$ cat config.mk
export PLATFORM = sky130hd
export DESIGN_NAME = logic_op_pipe
export DESIGN_NICKNAME = d
export VERILOG_FILES = /design/src/rtl/logic_op_pkg.sv /design/src/rtl/logic_op_pipe_stage.sv /design/src/rtl/logic_op_pipe.sv
export SDC_FILE = /design/constraint.sdc
export NUM_CORES = 1
export LEC_CHECK = 0
export CORE_ASPECT_RATIO = 1.2
export CORE_MARGIN = 1.5
export CORE_UTILIZATION = 40
export CTS_CLUSTER_DIAMETER = 100
export CTS_CLUSTER_SIZE = 30
export DETAILED_ROUTE_END_ITERATION = 8
export PLACE_DENSITY = 0.75
export SKIP_CTS_REPAIR_TIMING = 1
export SLEW_MARGIN = 5
export SYNTH_ARGS = -nofsm -noshare
export SYNTH_HDL_FRONTEND = slang
export SYNTH_HIERARCHICAL = 1
export SYNTH_SLANG_ARGS = --single-unit
export TNS_END_PERCENT = 1
$ cat constraint.sdc
create_clock -name clk -period 1.9 [get_ports clk]
set_clock_uncertainty 0.1 [all_clocks]
set_input_delay 0.475 -clock clk [delete_from_list [all_inputs] [get_ports clk]]
set_output_delay 0.475 -clock clk [all_outputs]
set_load 0.03 [all_outputs]
$ cat src/rtl/logic_op_pkg.sv
`default_nettype none
// ----------------------------------------------------------------------------
// logic_op_pkg : opcode encodings, operand limits and the N-operand fold (rev 1.0)
// ----------------------------------------------------------------------------
package logic_op_pkg;

  localparam int MAX_NUM_IN = 8;
  localparam int MAX_WIDTH  = 64;

  typedef enum logic [2:0] {
    OP_AND  = 3'd0,
    OP_OR   = 3'd1,
    OP_XOR  = 3'd2,
    OP_NAND = 3'd3,
    OP_NOR  = 3'd4,
    OP_XNOR = 3'd5,
    OP_PASS = 3'd6,
    OP_RSVD = 3'd7
  } op_e;

  typedef logic [MAX_WIDTH-1:0] word_t;

  // Operands at index >= num_in are ignored; callers truncate to their width.
  function automatic word_t fold_op(input word_t operands [MAX_NUM_IN],
                                    input int    num_in,
                                    input op_e   op);
    word_t acc_and;
    word_t acc_or;
    word_t acc_xor;
    word_t res;
    acc_and = operands[0];
    acc_or  = operands[0];
    acc_xor = operands[0];
    for (int k = 1; k < MAX_NUM_IN; k++) begin
      if (k < num_in) begin
        acc_and = acc_and & operands[k];
        acc_or  = acc_or  | operands[k];
        acc_xor = acc_xor ^ operands[k];
      end
    end
    case (op)
      OP_AND:  res = acc_and;
      OP_OR:   res = acc_or;
      OP_XOR:  res = acc_xor;
      OP_NAND: res = ~acc_and;
      OP_NOR:  res = ~acc_or;
      OP_XNOR: res = ~acc_xor;
      OP_PASS: res = operands[0];
      default: res = '0;
    endcase
    return res;
  endfunction

endpackage

`default_nettype wire

$ cat src/rtl/logic_op_pipe_stage.sv
`default_nettype none
// ----------------------------------------------------------------------------
// pipe_stage : generic valid/ready register slice with full backpressure (rev 1.0)
// ----------------------------------------------------------------------------
module pipe_stage #(
  parameter int W = 8
) (
  input  logic         clk,
  input  logic         rst_n,
  input  logic         in_valid,
  output logic         in_ready,
  input  logic [W-1:0] in_data,
  output logic         out_valid,
  input  logic         out_ready,
  output logic [W-1:0] out_data
);

  assign in_ready = !out_valid || out_ready;

  // Payload only loads on a real transfer so an emptied stage keeps its last value.
  always_ff @(posedge clk or negedge rst_n) begin
    if (!rst_n) begin
      out_valid <= 1'b0;
      out_data  <= '0;
    end else if (in_ready) begin
      out_valid <= in_valid;
      if (in_valid) begin
        out_data <= in_data;
      end
    end
  end

endmodule

`default_nettype wire

$ cat src/rtl/logic_op_pipe.sv
`default_nettype none
// ----------------------------------------------------------------------------
// logic_op_pipe : 2-stage N-operand bitwise logic unit, valid/ready (rev 1.0)
// Optional X/Z detection with x_flag output: LOGIC_OP_PIPE_X_DETECT_EN
// ----------------------------------------------------------------------------
module logic_op_pipe
  import logic_op_pkg::*;
#(
  parameter int WIDTH  = 8,
  parameter int NUM_IN = 2,
  parameter int CNT_W  = 16
) (
  input  logic                    clk,
  input  logic                    rst_n,
  input  logic                    in_valid,
  output logic                    in_ready,
  input  logic [WIDTH*NUM_IN-1:0] in_data,
  input  logic [2:0]              in_op,
  output logic                    out_valid,
  input  logic                    out_ready,
  output logic [WIDTH-1:0]        out_data,
  output logic                    out_red,
  output logic [CNT_W-1:0]        out_cnt
`ifdef LOGIC_OP_PIPE_X_DETECT_EN
  ,
  output logic                    x_flag
`endif
);

  localparam int S1_W = WIDTH*NUM_IN + 3;
`ifdef LOGIC_OP_PIPE_X_DETECT_EN
  localparam int S2_W = WIDTH + 2;
`else
  localparam int S2_W = WIDTH + 1;
`endif

  logic            s1_valid;
  logic            s1_out_ready;
  logic [S1_W-1:0] s1_q;
  logic [S2_W-1:0] s2_d;
  logic [S2_W-1:0] s2_q;
  logic [WIDTH-1:0] result;
  word_t           ops [MAX_NUM_IN];

  pipe_stage #(.W(S1_W)) u_s1 (
    .clk       (clk),
    .rst_n     (rst_n),
    .in_valid  (in_valid),
    .in_ready  (in_ready),
    .in_data   ({in_op, in_data}),
    .out_valid (s1_valid),
    .out_ready (s1_out_ready),
    .out_data  (s1_q)
  );

  for (genvar k = 0; k < MAX_NUM_IN; k++) begin : g_ops
    if (k < NUM_IN) begin : g_live
      assign ops[k] = word_t'(s1_q[k*WIDTH +: WIDTH]);
    end else begin : g_pad
      assign ops[k] = '0;
    end
  end

  assign result = WIDTH'(fold_op(ops, NUM_IN, op_e'(s1_q[S1_W-1 -: 3])));

`ifdef LOGIC_OP_PIPE_X_DETECT_EN
  logic             xf;
  logic [WIDTH-1:0] res_x;
  // Any X/Z operand bit poisons the XOR reduction, which case-equality can see.
  assign xf    = ((^s1_q[WIDTH*NUM_IN-1:0]) === 1'bx);
  assign res_x = xf ? {WIDTH{1'bx}} : result;
  assign s2_d  = {xf, &res_x, res_x};
  assign x_flag = s2_q[WIDTH+1];
`else
  assign s2_d  = {&result, result};
`endif

  pipe_stage #(.W(S2_W)) u_s2 (
    .clk       (clk),
    .rst_n     (rst_n),
    .in_valid  (s1_valid),
    .in_ready  (s1_out_ready),
    .in_data   (s2_d),
    .out_valid (out_valid),
    .out_ready (out_ready),
    .out_data  (s2_q)
  );

  assign out_data = s2_q[WIDTH-1:0];
  assign out_red  = s2_q[WIDTH];

  always_ff @(posedge clk or negedge rst_n) begin
    if (!rst_n) begin
      out_cnt <= '0;
    end else if (out_valid && out_ready) begin
      out_cnt <= out_cnt + CNT_W'(1);
    end
  end

endmodule

`default_nettype wire
==> out/qor.txt <==
Outcome: finished, violations left
Violated checks: setup timing
Maximum count of clock buffers along a single path: 2
Leak pwr: 0.00201 uW
DP HPWL: 4220 um
Max cap viols: 0
CTS Sinks: 46
Post-synthesis average cell area: 11.6 um^2
Final setup violation count: 10
Non-Filler Instances: 419
Initial cell density of the core: 0.415
Area growth from synthesis to final layout: 36.9%
Die width: 80.0 um
Final count of pins violating max slew: 0
Total CTS buffers: 5
Max Clk Rate: 500 MHz
Yosys warns: 6
Nets@finish: 371
Critical path launch point type: flip-flop
FFs w/ async S/R, synth: 1.00
End of the worst register-to-register path: u_s2/out_data[8]
Gr usage total: 0.152
Cells on worst reg2reg path: 8
GRT overflow: 0
Post-detailed-route count of antenna-violating nets: 0
H-tree levels: 2
Ratio of final minimum period to clock period: 1.05
Top_reg_cell synth: sky130_fd_sc_hd__dfrtp_1
Wire length of the first global-routing pass: 9030 um
Layout cell share with drive strength beyond 1: 0.319
Path type of the worst min-delay path: input pin to asynchronous set/reset pin
Clock latency at the later pin of the worst-skew pair: 300 ps
Place WS: -145 ps
Yosys cell types: 52
CP Capture Type: flip-flop
Post-route core utilization: 0.568
Setup repair after global routing missed its margin: yes
Number of rows created at floorplan: 33
Largest fanout on the critical path: 3
Overall die height: 95.4 um
CTS clock-pin slew for the worst setup and hold paths: 80 ps
Arrival @ worst endpoint: 2090 ps
Most common library cell in the layout ignoring fill and taps: sky130_fd_sc_hd__dfrtp_1
Register area share after synthesis: 0.405
Number of I/O port buffers: 49
Number of placed cells counting well taps: 408
Initial antenna violation count: 0
Total detailed-routing wirelength: 5650 um
Required time of the critical path: 1990 ps
Setup slack, reg-to-reg: -100 ps
DR iter-0 viols: 131
Cell count after synthesis: 245
Count of boundary I/O pins: 50
Antenna diodes: 0
Minimum period implied by the final worst setup slack: 2000 ps
Number of enable flip-flop cells after synthesis: 0
Number of global-route vias before repair: 2,006
Post-Synthesis Net Count: 285
Max transition margin: 0.620
Total vias in the final route: 2,079
Number of optimization iterations in the first detailed-route pass: 4
Worst Slack Setup Final: -101 ps
Number of register bits inferred by synthesis: 46
Largest net degree at the start of global routing: 47
Routability congestion estimate from global placement: 0.784
PD cells: 997 mW/mm^2
Worst hold-check slack: 140 ps
Average wire per standard cell: 13.5 um
Drt via density: 4.96
Core region area: 0.00685 mm^2
Die Area: 0.00763 mm^2
CTS tree: built
Max VDD drop: 0.618 mV
Worst R2R Start: u_s1/out_data[4]
Netlist area before placement: 0.00285 mm^2
Number of failing hold endpoints at the final stage: 0
Master cell of the clock root buffer: sky130_fd_sc_hd__clkbuf_8
DRC: 0
Commonest cells after routing, fill and taps aside: sky130_fd_sc_hd__dfrtp_1, sky130_fd_sc_hd__buf_4, sky130_fd_sc_hd__clkdlybuf4s50_1
Type of the worst setup path: flip-flop to flip-flop
Slew @ Worst Pin: 570 ps
## routing by layer
metal	share of wire	track usage	up-vias
met3	0.046	0.0364	4
met4	0.0081	0.0460	0
met1	0.44	0.185	1004
met2	0.50	0.266	40
met5	0	0	-
li1	-	-	1031
## worst max path at each step
| stage | depth (start not counted) | from | end |
|---|---|---|---|
| after floorplan | 8 | u_s1/out_data[4] | u_s2/out_data[8] |
| after global placement | 6 | out_ready | u_s1/out_data[4] |
| after detailed placement | 6 | out_ready | u_s1/out_data[0] |
| after CTS | 1 | out_cnt[11] | out_cnt[11] |
| after global routing | 8 | u_s1/out_data[0] | u_s2/out_data[8] |
| final | 8 | u_s1/out_data[4] | u_s2/out_data[8] |
## flip-flops by register name, indices dropped and copies added, names as in the netlist
name	count
out_cnt	16
u_s2/out_valid	1
u_s1/out_valid	1
u_s1/out_data	19
u_s2/out_data	9
## metrics by stage
step | cell area (um^2) | TNS [ps] | total power [uW]
after floorplan | 2850 | -65.2 | 2460
after global placement | 3690 | -2190 | 3100
after detailed placement | 3690 | -3010 | 3160
after CTS | 3800 | -2150 | 3900
after global routing | 3890 | -1360 | 4130
final | 3890 | -246 | 3880
## final cells by class
| class | instances | area [um^2] |
|---|---|---|
| Tap cell | 87 | 109 |
| Inverter | 20 | 78.8 |
| Fill cell | 621 | 2960 |
| Sequential cell | 46 | 1150 |
| Clock inverter | 2 | 37.5 |
| Multi-Input combinational cell | 171 | 1570 |
| Timing Repair Buffer | 87 | 872 |
| Clock buffer | 6 | 72.6 |
## power breakdown
part	internal [uW]	switching [uW]
Sequential	1180	181
Clock	393	339
Combinational	949	838
Total	2520	1360
## kinds of logic (layout without fill, tap and decap cells)
| kind of cell | after synthesis | after routing | synth area share |
|---|---|---|---|
| and+or+nand+nor | 69 | 69 | 0.158 |
| DFF | 46 | 46 | 0.405 |
| AOI/OAI and AO/OA | 35 | 35 | 0.102 |
| muxes | 35 | 35 | 0.162 |
| buffers and inverters | 28 | 115 | 0.0528 |
| adders and majority gates | 17 | 17 | 0.0748 |
| xor gates and xnor gates | 15 | 15 | 0.0462 |
## Yosys cell counts (2+ instances only)
master,count,area (um^2)
sky130_fd_sc_hd__ha_1,17,213
sky130_fd_sc_hd__nand2_1,13,48.8
sky130_fd_sc_hd__dfrtp_1,46,1150
sky130_fd_sc_hd__and3_1,2,12.5
sky130_fd_sc_hd__inv_1,19,71.3
sky130_fd_sc_hd__mux2_2,13,146
sky130_fd_sc_hd__and4_1,2,17.5
sky130_fd_sc_hd__xor2_1,5,43.8
sky130_fd_sc_hd__nand2b_4,2,27.5
sky130_fd_sc_hd__nand4_1,3,18.8
sky130_fd_sc_hd__nor2b_1,6,37.5
sky130_fd_sc_hd__nor2_1,7,26.3
sky130_fd_sc_hd__and2b_1,4,30.0
sky130_fd_sc_hd__a32oi_1,2,17.5
sky130_fd_sc_hd__mux2i_1,3,30.0
sky130_fd_sc_hd__nand3_1,9,45.0
sky130_fd_sc_hd__buf_6,4,45.0
sky130_fd_sc_hd__a21oi_1,6,30.0
sky130_fd_sc_hd__xnor2_1,10,87.6
sky130_fd_sc_hd__nor2_2,2,12.5
sky130_fd_sc_hd__a21boi_0,2,15.0
sky130_fd_sc_hd__mux2_4,19,285
sky130_fd_sc_hd__a22oi_1,3,22.5
sky130_fd_sc_hd__nand2b_1,3,18.8
sky130_fd_sc_hd__o221ai_2,2,30.0
sky130_fd_sc_hd__buf_4,4,30.0
sky130_fd_sc_hd__and4bb_2,2,25.0
sky130_fd_sc_hd__o21ai_0,6,30.0
sky130_fd_sc_hd__a31oi_1,2,12.5
sky130_fd_sc_hd__or2_2,3,18.8
sky130_fd_sc_hd__o211ai_1,3,22.5
## critical path, stage by stage, from the launching register on
cell and delay (ps):
sky130_fd_sc_hd__dfrtp_1 360, sky130_fd_sc_hd__inv_1 50, sky130_fd_sc_hd__ha_1 320, sky130_fd_sc_hd__nor3b_2 230
sky130_fd_sc_hd__a2111oi_4 70, sky130_fd_sc_hd__or3b_1 370, sky130_fd_sc_hd__o211ai_2 80, sky130_fd_sc_hd__nor4b_2 70
sky130_fd_sc_hd__mux2_4 260
No activity file was read; power rests on OpenSTA's default activity.
